$ cat src/rtl/led_matrix_scanner_if.sv
// led_matrix_scanner_if: pixel write / swap handshake and matrix drive lines of the LED scanner
interface led_matrix_scanner_if #(
  parameter int ROWS = 8,
  parameter int COLS = 8
);
  localparam int RW = ROWS > 1 ? $clog2(ROWS) : 1;
  localparam int CW = COLS > 1 ? $clog2(COLS) : 1;
  logic wr_en;
  logic [RW-1:0] wr_row;
  logic [CW-1:0] wr_col;
  logic wr_red;
  logic wr_green;
  logic swap_req;
  logic swap_ack;
  logic [COLS-1:0] red_cols;
  logic [COLS-1:0] green_cols;
  logic [ROWS-1:0] row_sink;
  logic frame_start;
  modport master (
    output wr_en, wr_row, wr_col, wr_red, wr_green, swap_req,
    input swap_ack, red_cols, green_cols, row_sink, frame_start
  );
  modport slave (
    input wr_en, wr_row, wr_col, wr_red, wr_green, swap_req,
    output swap_ack, red_cols, green_cols, row_sink, frame_start
  );
endinterface

$ cat src/rtl/led_matrix_scanner.sv
// led_matrix_scanner: double-buffered bi-colour LED matrix row scanner with blanking and tear-free swap
module led_matrix_scanner #(
  parameter int ROWS = 8,
  parameter int COLS = 8,
  parameter int DWELL = 5000,
  parameter int BLANK = 50
) (
  input logic clk,
  input logic reset,
  led_matrix_scanner_if.slave bus
);
  localparam int RW = ROWS > 1 ? $clog2(ROWS) : 1;
  localparam int MX = DWELL > BLANK ? DWELL : BLANK;
  localparam int NW = $clog2(MX + 1);
  localparam logic [RW-1:0] LAST_ROW = RW'(ROWS - 1);
  localparam logic [NW-1:0] BLANK_N = NW'(BLANK);
  localparam logic [NW-1:0] DWELL_N = NW'(DWELL);
  typedef enum logic {S_BLANK, S_DRIVE} state_t;
  state_t state, state_n;
  logic [RW-1:0] row, row_n;
  logic [NW-1:0] cnt, cnt_n;
  logic sel, pending, do_swap, wr_ok, drive;
  logic [COLS-1:0] red_buf [2][ROWS];
  logic [COLS-1:0] green_buf [2][ROWS];
  assign wr_ok = bus.wr_en && 32'(bus.wr_row) < ROWS && 32'(bus.wr_col) < COLS;
  assign drive = state_n == S_DRIVE;
  // cnt is 1-based; the reset value 0 is a pre-frame cycle so the first post-reset edge is blank cycle 1
  always_comb begin
    state_n = state;
    row_n = row;
    cnt_n = cnt + 1'b1;
    do_swap = 1'b0;
    if (state == S_BLANK && cnt == BLANK_N) begin
      state_n = S_DRIVE;
      cnt_n = NW'(1);
    end
    if (state == S_DRIVE && cnt == DWELL_N) begin
      state_n = S_BLANK;
      cnt_n = NW'(1);
      row_n = row == LAST_ROW ? '0 : row + 1'b1;
      do_swap = row == LAST_ROW && (pending || bus.swap_req);
    end
  end
  always_ff @(posedge clk) begin
    if (reset) begin
      state <= S_BLANK;
      row <= '0;
      cnt <= '0;
      sel <= 1'b0;
      pending <= 1'b0;
      for (int b = 0; b < 2; b++)
        for (int r = 0; r < ROWS; r++) begin
          red_buf[b][r] <= '0;
          green_buf[b][r] <= '0;
        end
      bus.row_sink <= '1;
      bus.red_cols <= '0;
      bus.green_cols <= '0;
      bus.swap_ack <= 1'b0;
      bus.frame_start <= 1'b0;
    end else begin
      state <= state_n;
      row <= row_n;
      cnt <= cnt_n;
      sel <= sel ^ do_swap;
      pending <= !do_swap && (pending || bus.swap_req);
      if (wr_ok) begin
        red_buf[~sel][bus.wr_row][bus.wr_col] <= bus.wr_red;
        green_buf[~sel][bus.wr_row][bus.wr_col] <= bus.wr_green;
      end
      bus.row_sink <= drive ? ~(ROWS'(1) << row_n) : '1;
      bus.red_cols <= drive ? red_buf[sel][row_n] : '0;
      bus.green_cols <= drive ? green_buf[sel][row_n] : '0;
      bus.swap_ack <= do_swap;
      bus.frame_start <= state_n == S_BLANK && row_n == '0 && cnt_n == NW'(1);
    end
  end
endmodule

$ cat src/flat_wrapper.sv
// flat-port wrapper written by rule: the top's interface ports become plain ports
module led_matrix_scanner_flat 
#(
  parameter int ROWS = 8,
  parameter int COLS = 8,
  parameter int DWELL = 5000,
  parameter int BLANK = 50
)
  (clk, reset, bus_wr_en, bus_wr_row, bus_wr_col, bus_wr_red, bus_wr_green, bus_swap_req, bus_swap_ack, bus_red_cols, bus_green_cols, bus_row_sink, bus_frame_start);
  led_matrix_scanner_if #(.ROWS(ROWS), .COLS(COLS)) bus_i ();
  input logic clk;
  input logic reset;
  input wire logic [$bits(bus_i.wr_en)-1:0] bus_wr_en;
  input wire logic [$bits(bus_i.wr_row)-1:0] bus_wr_row;
  input wire logic [$bits(bus_i.wr_col)-1:0] bus_wr_col;
  input wire logic [$bits(bus_i.wr_red)-1:0] bus_wr_red;
  input wire logic [$bits(bus_i.wr_green)-1:0] bus_wr_green;
  input wire logic [$bits(bus_i.swap_req)-1:0] bus_swap_req;
  output wire logic [$bits(bus_i.swap_ack)-1:0] bus_swap_ack;
  output wire logic [$bits(bus_i.red_cols)-1:0] bus_red_cols;
  output wire logic [$bits(bus_i.green_cols)-1:0] bus_green_cols;
  output wire logic [$bits(bus_i.row_sink)-1:0] bus_row_sink;
  output wire logic [$bits(bus_i.frame_start)-1:0] bus_frame_start;
  assign bus_i.wr_en = bus_wr_en;
  assign bus_i.wr_row = bus_wr_row;
  assign bus_i.wr_col = bus_wr_col;
  assign bus_i.wr_red = bus_wr_red;
  assign bus_i.wr_green = bus_wr_green;
  assign bus_i.swap_req = bus_swap_req;
  assign bus_swap_ack = bus_i.swap_ack;
  assign bus_red_cols = bus_i.red_cols;
  assign bus_green_cols = bus_i.green_cols;
  assign bus_row_sink = bus_i.row_sink;
  assign bus_frame_start = bus_i.frame_start;
  led_matrix_scanner #(.ROWS(ROWS), .COLS(COLS), .DWELL(DWELL), .BLANK(BLANK)) u_core (.clk(clk), .reset(reset), .bus(bus_i));
endmodule
$ cat config.mk
export PLATFORM = sky130hd
export DESIGN_NAME = led_matrix_scanner_flat
export DESIGN_NICKNAME = d
export VERILOG_FILES = /design/src/rtl/led_matrix_scanner_if.sv /design/src/rtl/led_matrix_scanner.sv /design/src/flat_wrapper.sv
export SDC_FILE = /design/constraint.sdc
export NUM_CORES = 1
export LEC_CHECK = 0
export CAP_MARGIN = 20
export CORE_MARGIN = 5
export CORE_UTILIZATION = 40
export CTS_CLUSTER_SIZE = 12
export DETAILED_ROUTE_END_ITERATION = 10
export DONT_BUFFER_PORTS = 1
export GPL_TIMING_DRIVEN = 0
export SYNTH_ARGS = -nofsm -noshare
export SYNTH_HDL_FRONTEND = slang
export SYNTH_SLANG_ARGS = --single-unit
$ cat constraint.sdc
create_clock -name clk -period 3 [get_ports clk]
set_input_delay 0.3 -clock clk [delete_from_list [all_inputs] [get_ports clk]]
set_output_delay 0.3 -clock clk [all_outputs]
set_load 0.03 [all_outputs]
==> results of run 1 <==
Yosys cell counts, types with 9 or more instances:
cell	n
dfxtp_1	45
nand4_1	10
a21o_1	64
nor3_1	9
nor2_1	210
mux2i_1	130
o21bai_1	9
a21oi_1	124
buf_2	13
o22ai_1	15
a22oi_1	29
edfxtp_1	256
nand2_1	128
clkbuf_1	82
nand3_1	9
and3_1	28
sequential cells by signal, indices dropped and copies added, names as in the netlist:
| register | count |
|---|---|
| u_core.bus.frame_start | 1 |
| u_core.bus.red_cols | 8 |
| u_core.pending | 1 |
| u_core.red_buf | 128 |
| u_core.row | 3 |
| u_core.bus.swap_ack | 1 |
| u_core.sel | 1 |
| u_core.cnt | 13 |
| u_core.green_buf | 128 |
| u_core.state | 1 |
| u_core.bus.green_cols | 8 |
| u_core.bus.row_sink | 8 |
timing repair:
item                                    4_1_cts  5_1_grt
pin swaps                                     0        0
gates resized for setup                       8       13
endpoints found under the setup margin       69        5
endpoints found under the hold margin         5        0
hold buffers                                  1        0
critical path, delay by kind of cell, from the launching register on:
kind,cells,cell delay (ns)
DFF,1,0.34
and+or+nand+nor,3,0.78
AOI/OAI and AO/OA,3,0.93
adders and majority gates,2,0.42
buffers and inverters,2,0.38
layout make-up:
class	count	area [µm²]
fillers	3318	19360
flip-flops and latches	301	8588
multi-input cells	842	5110
clock buffers	46	979.7
well taps	461	576.8
plain buffers	108	499.2
clock inverters	14	65.06
repair buffers	4	30.03
inverters	4	15.01
layer usage:
metal / vias to the layer above / wire length, µm / track usage [%]
li1: 4622 / - / -
met1: 5112 / 19020 / 34.35
met2: 744 / 20320 / 35.45
met3: 119 / 6322 / 6.245
met4: 0 / 2434 / 10.84
met5: - / 0 / 0
metrics by stage:
stage               setup slack, ns  instance area, µm²  std cells  hold WS (ns)  util [%]
floorplan                    0.4632               14160       1255        0.4009         -
finish                    -0.008605               15860       1780       0.05557     45.04
global placement             -2.246               14740       1716        0.4225     41.85
global route                0.01132               15860       1780       0.07927     45.04
detailed placement          -0.4669               14770       1719        0.4252     41.94
CTS                         0.04771               15840       1780       0.03420     44.98
power by group:
part | switching [W] | leakage (nW) | internal, W
clock | 0.00168 | 0.518 | 0.00229
sequential | 0.0000641 | 3.02 | 0.00474
combinational | 0.000368 | 1.91 | 0.000133
total | 0.00211 | 5.45 | 0.00716
cells by family (layout without fill, tap and decap cells):
kind of cell / count (synthesis) / after routing / share of synthesized area, %
multiplexers: 132 / 132 / 9.345
flip-flops: 301 / 301 / 60.63
buffers and inverters: 112 / 176 / 3.436
AO/OA/AOI/OAI: 257 / 257 / 11.53
XOR/XNOR: 14 / 14 / 0.8657
adder cells (fa/ha/maj): 5 / 5 / 0.4417
AND/OR/NAND/NOR: 434 / 434 / 13.75
final timing paths:
path | endpoint | slack [ns] | cells past startpoint
worst max-delay path | u_core.bus.red_cols[5] | -0.009 | 10
worst min-delay path | u_core.bus.swap_ack | 0.06 | 2
worst max register to register | u_core.bus.red_cols[5] | -0.009 | 10
worst min register to register | u_core.bus.swap_ack | 0.58 | 2
==> summary.txt, run 1 <==
CRITICAL PATH
--------------------------------------------------------------------------------
Worst Setup SP                                                      u_core.row[0]
Worst endpoint data arrival time                                         3.36 ns
Type of element capturing the critical path                                 flop
Max FO, Critical Path                                                         10
Cell chain of the critical path                                     ha_1, ha_1, or3b_2, nor4_4, a21o_1, buf_6, buf_6, nand2_1, a22oi_1, o22ai_1
Reg2reg start                                                       u_core.row[0]
CP max stage delay                                                       0.48 ns
Worst path slowest cell                                                   or3b_2
Type of origin of the critical path                                         flop
Data required time of the worst path                                     3.35 ns
Worst Setup Path Type                                                 reg -> reg

FINISH
--------------------------------------------------------------------------------
# diodes                                                                       0
Highest-count cells in the layout ignoring fill and taps            edfxtp_1 (256), nor2_1 (208), mux2i_1 (130), nand2_1 (128), a21oi_1 (124)
Share of cells above drive strength 1                                     8.491%
Layout Area Growth over Synthesis                                         12.00%
Net count, final                                                           1,313
Commonest non-fill, non-tap cell in the layout                          edfxtp_1

DRT
--------------------------------------------------------------------------------
Post-DRT Antenna Nets                                                          0
Via total after detailed routing                                          10,597
Drt first pass iters                                                           6
DR iter-0 viols                                                            1,524
Average wire per cell in the routed design                              27.02 µm
Drt total wl                                                           48,090 µm
Remaining DRCs                                                                 0
Vias/cell                                                                  5.953

STA
--------------------------------------------------------------------------------
Shortest clock period the worst path allows after layout                3.009 ns
Number of setup violations in the final report                                 1
Actual transition at the worst max-transition pin                       1.116 ns
Final TNS setup                                                     -0.008605 ns
Count of endpoints failing hold in the final timing report                     0
Clock tree skew after final layout                                    0.01198 ns
Worst setup margin                                                  -0.008605 ns
Number of slew-limit violations in the final report                            0
Unrepaired setup endpoints after global routing                            false
Worst slew margin relative to its limit                                   25.57%
Maximum frequency from static timing analysis                          332.4 MHz
Final period util                                                         100.3%

PLACEMENT
--------------------------------------------------------------------------------
Port-buffer cells                                                              0
HPWL after DPL                                                         33,690 µm
Routability cong.                                                         0.9923

POWER AND IR DROP
--------------------------------------------------------------------------------
Highest ir drop seen on vdd                                          0.0004776 V
Leakage                                                                 5.447 nW
Power, Total                                                          0.009270 W
Power density over the cells                                        584.3 nW/µm²

GRT
--------------------------------------------------------------------------------
Number of antenna violations at the first check in global routing              0
Vias in the first global route                                            10,407
Overflow left after global routing                                             0
Pin count of the biggest net entering global routing                          62
Gr usage total                                                            24.33%
Wire length of the first global-routing pass                           69,390 µm

CLOCK NETWORK
--------------------------------------------------------------------------------
Clock tree from TritonCTS                                                  built
Clock net sink count                                                         301
CTS clk-pin slew, worst paths                                            0.06 ns
Setup repair bufs after CTS                                                    0
Clock buffer depth                                                             3
Root Buffer                                                            clkbuf_16
Deepest level of the CTS H-tree                                                2
Worst-skew pair later-pin latency                                        0.51 ns
Inserted Clock Buffers                                                        35

MIN PATH
--------------------------------------------------------------------------------
Worst Min Path Start                                                bus_swap_req
Kind of path behind the tightest hold check                            in -> reg

YOSYS
--------------------------------------------------------------------------------
Share of synthesized area occupied by flip-flops and latches              60.63%
Post-synth ARST share                                                         0%
Register bit total from synthesis                                            301
Top cell type by total area after synthesis                             edfxtp_1
Leading post-synthesis cells by cell area                           edfxtp_1 (54%), mux2i_1 (9.2%), dfxtp_1 (6.4%)
Number of distinct library cells after synthesis                              56
Post-Synthesis Net Count                                                   1,272
Dominant synthesized flop cell                                          edfxtp_1
Post-Syn Instances                                                         1,255
Number of enable-type register cells in the synthesized netlist              256
Post-synth top area share                                                 54.27%
Synth warnings                                                                 0
Synthesized cell area                                                 14,160 µm²
Syn_area_per_cell                                                      11.29 µm²

DIE
--------------------------------------------------------------------------------
Total die area                                                        39,280 µm²
Die width                                                               198.2 µm
Die boundary height                                                     198.2 µm
Top-level I/O count                                                           38
Starting Density                                                          40.21%
Site row count                                                                69
Area of the core region                                               35,220 µm²

OUTCOME
--------------------------------------------------------------------------------
Status                                                              complete, but fails checks
Failing checks                                                      negative setup slack

FLOW RUN
--------------------------------------------------------------------------------
Max-cap check violation count                                                  0

No activity file was read; power rests on OpenSTA's default activity.
==> inputs of run 2 (changes only) <==
--- a/config.mk
+++ b/config.mk
@@ -7,11 +7,12 @@
 export LEC_CHECK = 0
 export CAP_MARGIN = 20
 export CORE_MARGIN = 5
-export CORE_UTILIZATION = 40
+export CORE_UTILIZATION = 60
 export CTS_CLUSTER_SIZE = 12
 export DETAILED_ROUTE_END_ITERATION = 10
 export DONT_BUFFER_PORTS = 1
 export GPL_TIMING_DRIVEN = 0
+export PLACE_DENSITY = 0.76
 export SYNTH_ARGS = -nofsm -noshare
 export SYNTH_HDL_FRONTEND = slang
 export SYNTH_SLANG_ARGS = --single-unit
==> constraint.sdc (replaced) <==
create_clock -name clk -period 3 [get_ports clk]
set_input_delay 0.3 -clock clk [delete_from_list [all_inputs] [get_ports clk]]
set_output_delay 0.3 -clock clk [all_outputs]
set_load 0.02 [all_outputs]
==> run 2 against run 1 <==
  * The run now ends clean
  * Die area is 32% lower
  * Critical endpoint is now u_core.bus.red_cols[1]
  * Setup slack better by 0.052 ns
  * Worst hold slack better by 0.022 ns
  * Non-clock buffer count is 4 higher
==> summary.txt, run 2 (same netlist as run 1, synthesis figures left out) <==
STA
--------------------------------------------------------------------------------
Number of setup violations in the final report                                 0
Final period util                                                         98.56%
Count of endpoints failing hold in the final timing report                     0
Unrepaired setup endpoints after global routing                            false
Actual transition at the worst max-transition pin                       1.143 ns
Maximum frequency from static timing analysis                          338.2 MHz
Shortest clock period the worst path allows after layout                2.957 ns
Number of slew-limit violations in the final report                            0
Worst setup margin                                                    0.04312 ns
Clock tree skew after final layout                                    0.02400 ns
Worst slew margin relative to its limit                                   23.78%

CRITICAL PATH
--------------------------------------------------------------------------------
Type of origin of the critical path                                         flop
Worst Setup SP                                                        u_core.sel
Worst Setup Path Type                                                 reg -> reg
CP max stage delay                                                       0.55 ns
Worst path slowest cell                                             clkdlybuf4s15_2
Type of element capturing the critical path                                 flop
Most repeated library cell on the critical path                         clkbuf_2
Worst endpoint data arrival time                                         3.37 ns
Cell chain of the critical path                                     clkbuf_2, clkbuf_2, clkdlybuf4s15_2, mux2i_1, nand2_1, a22oi_1, o22ai_1
Reg2reg start                                                         u_core.sel
Data required time of the worst path                                     3.41 ns
Max FO, Critical Path                                                         10
FF-to-FF path depth                                                            7

FINISH
--------------------------------------------------------------------------------
Post-route insts no fill                                                   1,640
# diodes                                                                       0
Highest-count cells in the layout ignoring fill and taps            edfxtp_1 (256), nor2_1 (209), mux2i_1 (130), nand2_1 (128), a21oi_1 (124)
Final Instance Area                                                   15,660 µm²
Layout Area Growth over Synthesis                                         10.53%
Regs by FF count                                                    u_core.green_buf: 128 flops, u_core.red_buf: 128 flops, u_core.cnt: 13 flops
Net count, final                                                           1,313
Fill cell count                                                            1,748
Commonest non-fill, non-tap cell in the layout                          edfxtp_1
Share of cells above drive strength 1                                     7.873%

PLACEMENT
--------------------------------------------------------------------------------
Pre-CTS setup slack                                                   -0.3208 ns
Port-buffer cells                                                              0
Total placed cells including tap cells                                     1,579
Routability cong.                                                          1.091
HPWL after DPL                                                         31,840 µm
Placed standard-cell area                                             14,630 µm²

CLOCK NETWORK
--------------------------------------------------------------------------------
Worst-skew pair later-pin latency                                        0.58 ns
Clock net sink count                                                         301
Root Buffer                                                            clkbuf_16
Setup repair bufs after CTS                                                    0
CTS clk-pin slew, worst paths                                            0.06 ns
Clock tree from TritonCTS                                                  built
Inserted Clock Buffers                                                        31
Deepest level of the CTS H-tree                                                1
Clock buffer depth                                                             3

OUTCOME
--------------------------------------------------------------------------------
Status                                                              finished, final reports clean

DIE
--------------------------------------------------------------------------------
Die width                                                               163.7 µm
Total die area                                                        26,780 µm²
Top-level I/O count                                                           38
Starting Density                                                          60.71%
Area of the core region                                               23,330 µm²
Die boundary height                                                     163.7 µm
Site row count                                                                56

POWER AND IR DROP
--------------------------------------------------------------------------------
Highest ir drop seen on vdd                                          0.0004506 V
Power, Total                                                          0.009066 W
Leakage                                                                 5.424 nW
Power density over the cells                                        579.0 nW/µm²

DRT
--------------------------------------------------------------------------------
Drt total wl                                                           44,640 µm
Drt first pass iters                                                           6
Via total after detailed routing                                          10,803
Remaining DRCs                                                                 0
Average wire per cell in the routed design                              27.22 µm
DR iter-0 viols                                                            2,026
Post-DRT Antenna Nets                                                          0
Vias/cell                                                                  6.587

GRT
--------------------------------------------------------------------------------
Overflow left after global routing                                             0
Gr usage total                                                            33.20%
Wire length of the first global-routing pass                           64,780 µm
Pin count of the biggest net entering global routing                          34
Number of antenna violations at the first check in global routing              1
Vias in the first global route                                            10,239

MIN PATH
--------------------------------------------------------------------------------
Worst Min Path Start                                                bus_wr_col[1]
Kind of path behind the tightest hold check                            in -> reg
Number of stages on the worst hold path                                        2

FLOW RUN
--------------------------------------------------------------------------------
Max-cap check violation count                                                  0

## run 2: cell types whose count changed in the layout (fill, tap and decap cells not counted), sizes merged
cell and change:
buf +3, bufinv +1, clkbuf +7, clkinv -11, dlygate4sd3 +1, inv +1
## run 2: through the flow
stage	TNS, ns	hold slack, ns	util (%)
after floorplan	0	0.4009	-
after global placement	-171.63	0.4192	62.42
after detailed placement	-3.990	0.4192	62.70
after CTS	0	0.08117	67.07
after global routing	0	0.08687	67.10
final	0	0.07741	67.10
## run 2: repair_timing
action                                  CTS  global route
endpoints found under the hold margin     6             0
endpoints found under the setup margin   53            65
gates cloned                              0             0
pin swaps                                 0             0
gates resized for setup                   6             5
hold buffers                              2             0
## run 2: power breakdown
group	internal [W]	switching [W]	total, W
combinational	0.000137	0.000365	0.000502
sequential	0.00474	0.0000638	0.00480
clock	0.00217	0.00159	0.00376
## run 2: path summary, 6_finish.rpt
path,slack [ns],to
hold / removal,0.08,u_core.green_buf[0][5]
setup reg to reg,0.04,u_core.bus.red_cols[1]
hold reg to reg,0.56,u_core.bus.swap_ack
setup / recovery,0.04,u_core.bus.red_cols[1]
## run 2: layout make-up
type,count,area (µm²),share of cell area [%]
flip-flops and latches,301,8588,54.85
inverters,4,15.01,0.09590
multi-input cells,842,5092,32.53
clock inverters,5,55.05,0.3516
repair buffers,8,88.84,0.5674
plain buffers,108,488.0,3.117
well taps,319,399.1,2.549
clock buffers,53,929.6,5.938
## run 2: metal layers
layer | GRT usage, % | up-vias | routed length [µm]
li1 | - | 4616 | -
met1 | 44.65 | 5105 | 15990
met2 | 48.76 | 918 | 19070
met3 | 12.69 | 162 | 7298
met4 | 13.65 | 2 | 2260
met5 | 0 | - | 11
## run 2: worst max-delay path, delay by kind of cell, from the launching register on
| family | cells | cell delay [ns] |
|---|---|---|
| buffers and inverters | 3 | 1.20 |
| multiplexers | 1 | 0.50 |
| AO/OA/AOI/OAI | 2 | 0.50 |
| flip-flops | 1 | 0.48 |
| AND/OR/NAND/NOR | 1 | 0.12 |
==> inputs of run 3 (changes only) <==
--- a/config.mk
+++ b/config.mk
@@ -6,13 +6,13 @@
 export NUM_CORES = 1
 export LEC_CHECK = 0
 export CAP_MARGIN = 20
-export CORE_MARGIN = 5
 export CORE_UTILIZATION = 60
 export CTS_CLUSTER_SIZE = 12
 export DETAILED_ROUTE_END_ITERATION = 10
 export DONT_BUFFER_PORTS = 1
 export GPL_TIMING_DRIVEN = 0
 export PLACE_DENSITY = 0.76
+export SETUP_SLACK_MARGIN = 0.02
 export SYNTH_ARGS = -nofsm -noshare
 export SYNTH_HDL_FRONTEND = slang
 export SYNTH_SLANG_ARGS = --single-unit
==> constraint.sdc (replaced) <==
create_clock -name clk -period 3 [get_ports clk]
set_input_delay 0.6 -clock clk [delete_from_list [all_inputs] [get_ports clk]]
set_output_delay 0.6 -clock clk [all_outputs]
set_load 0.02 [all_outputs]
==> run 3 against run 2 <==
  * Combinational power about the same
  * Sequential share of layout area increased by 0.38 points
  * Non-clock buffer count decreased by 2
  * Critical path type unchanged
  * Largest cell class unchanged
  * Largest power group unchanged
==> summary.txt, run 3 (same netlist as run 1, synthesis figures left out) <==
CRITICAL PATH
--------------------------------------------------------------------------------
Worst Setup Path Type                                                 reg -> reg
Reg2reg start                                                       u_core.row[0]
Type of element capturing the critical path                                 flop
Worst Setup SP                                                      u_core.row[0]
Max FO, Critical Path                                                         10
Worst endpoint data arrival time                                         3.30 ns
Data required time of the worst path                                     3.40 ns
Type of origin of the critical path                                         flop

DIE
--------------------------------------------------------------------------------
Site row count                                                                55
Die boundary height                                                     155.7 µm
Area of the core region                                               22,920 µm²
Top-level I/O count                                                           38
Starting Density                                                          61.81%
Total die area                                                        24,230 µm²
Die width                                                               155.7 µm

STA
--------------------------------------------------------------------------------
Final TNS setup                                                             0 ns
Maximum frequency from static timing analysis                          344.8 MHz
Number of setup violations in the final report                                 0
Shortest clock period the worst path allows after layout                2.900 ns
Clock tree skew after final layout                                   0.009717 ns
Actual transition at the worst max-transition pin                       1.101 ns
Unrepaired setup endpoints after global routing                            false
Final period util                                                         96.67%
Worst slew margin relative to its limit                                   26.58%
Number of slew-limit violations in the final report                            0
Count of endpoints failing hold in the final timing report                     0

CLOCK NETWORK
--------------------------------------------------------------------------------
Worst-skew pair later-pin latency                                        0.56 ns
Deepest level of the CTS H-tree                                                1
Root Buffer                                                            clkbuf_16
CTS clk-pin slew, worst paths                                            0.06 ns
Number of hold buffers added after cts                                         0
Clock buffer depth                                                             3
Inserted Clock Buffers                                                        31
Clock net sink count                                                         301
Clock tree from TritonCTS                                                  built

FINISH
--------------------------------------------------------------------------------
Net count, final                                                           1,311
Share of cells above drive strength 1                                     7.768%
Layout Area Growth over Synthesis                                         9.778%
Highest-count cells in the layout ignoring fill and taps            edfxtp_1 (256), nor2_1 (209), mux2i_1 (130), nand2_1 (128), a21oi_1 (124)
Commonest non-fill, non-tap cell in the layout                          edfxtp_1
Regs by FF count                                                    u_core.green_buf: 128 flops, u_core.red_buf: 128 flops, u_core.cnt: 13 flops

PLACEMENT
--------------------------------------------------------------------------------
HPWL after DPL                                                         31,480 µm
Port-buffer cells                                                              0
Routability cong.                                                          1.055

GRT
--------------------------------------------------------------------------------
Overflow left after global routing                                             0
Vias in the first global route                                            10,311
Gr usage total                                                            38.03%
Number of antenna violations at the first check in global routing              0
Pin count of the biggest net entering global routing                          35
Wire length of the first global-routing pass                           65,570 µm

POWER AND IR DROP
--------------------------------------------------------------------------------
Leakage                                                                 5.382 nW
Power, Total                                                          0.008822 W
Power density over the cells                                        567.4 nW/µm²
Highest ir drop seen on vdd                                          0.0004987 V

DRT
--------------------------------------------------------------------------------
Drt total wl                                                           45,080 µm
Vias/cell                                                                  6.663
Drt first pass iters                                                           9
Via total after detailed routing                                          10,841
Remaining DRCs                                                                 0
Average wire per cell in the routed design                              27.71 µm
Post-DRT Antenna Nets                                                          0
DR iter-0 viols                                                            1,890

MIN PATH
--------------------------------------------------------------------------------
Kind of path behind the tightest hold check                            in -> reg
Worst Min Path Start                                                       reset

OUTCOME
--------------------------------------------------------------------------------
Status                                                              finished, final reports clean

FLOW RUN
--------------------------------------------------------------------------------
Max-cap check violation count                                                  0

==> run 3: cell count changes in the layout (fill, tap and decap cells not counted), moves of 2 or more <==
cell           previous run  this run
buf_1                     5         3
clkbuf_1                 88        85
clkbuf_8                  7         3
dlygate4sd3_1             2         0
==> run 3: layout make-up <==
class | instances | area (µm²)
antenna | 1 | 2.502
timing repair buffer | 6 | 73.82
fill | 1739 | 7366
multi-input combinational | 842 | 5092
buffer | 108 | 493.0
inverter | 4 | 15.01
clock buffer | 47 | 865.8
sequential | 301 | 8588
clock inverter | 5 | 27.53
tap | 313 | 391.6
==> run 3: report_power, final <==
part | total (W) | leakage (nW) | switching, W | internal, W
logic | 0.000503 | 1.92 | 0.000367 | 0.000136
clock network | 0.00352 | 0.437 | 0.00155 | 0.00196
registers | 0.00480 | 3.02 | 0.0000656 | 0.00474
==> run 3: critical path, cell delays in order (launching register included) <==
cell,delay [ns]
dfxtp_1,0.34
ha_1,0.21
ha_1,0.20
or3b_2,0.47
nor4_4,0.20
a21o_1,0.23
buf_6,0.22
buf_6,0.17
nand2_1,0.11
a22oi_1,0.36
o22ai_1,0.21
==> run 3: path summary, 6_finish.rpt <==
kind	end	slack, ns	depth (start not counted)
setup / recovery	u_core.bus.green_cols[4]	0.1	10
hold / removal	u_core.state	0.16	1
setup reg to reg	u_core.bus.green_cols[4]	0.1	10
hold reg to reg	u_core.bus.swap_ack	0.53	2
==> run 3: stage by stage <==
stage / setup slack, ns / std cells / utilization [%] / hold slack, ns / instance area, µm²
floorplan: 0.1632 / 1255 / - / 0.4840 / 14160
global placement: -2.157 / 1568 / 63.52 / 0.5173 / 14560
detailed placement: -0.3413 / 1573 / 63.83 / 0.5163 / 14630
CTS: 0.03342 / 1625 / 67.80 / 0.1524 / 15540
global route: 0.02340 / 1626 / 67.85 / 0.1504 / 15550
finish: 0.09986 / 1627 / 67.86 / 0.1586 / 15550
==> run 3: what timing repair did <==
item	4_1_cts	5_1_grt
setup buffers	0	0
pin swaps	0	0
setup endpoints to repair	69	79
gates resized for setup	7	10
==> run 3: routing by layer <==
metal	GRT usage (%)	wire length (µm)	vias to the layer above
li1	-	-	4611
met1	51.20	16180	5137
met2	55.37	18900	938
met3	13.86	7468	155
met4	16.67	2534	0
met5	0	0	-
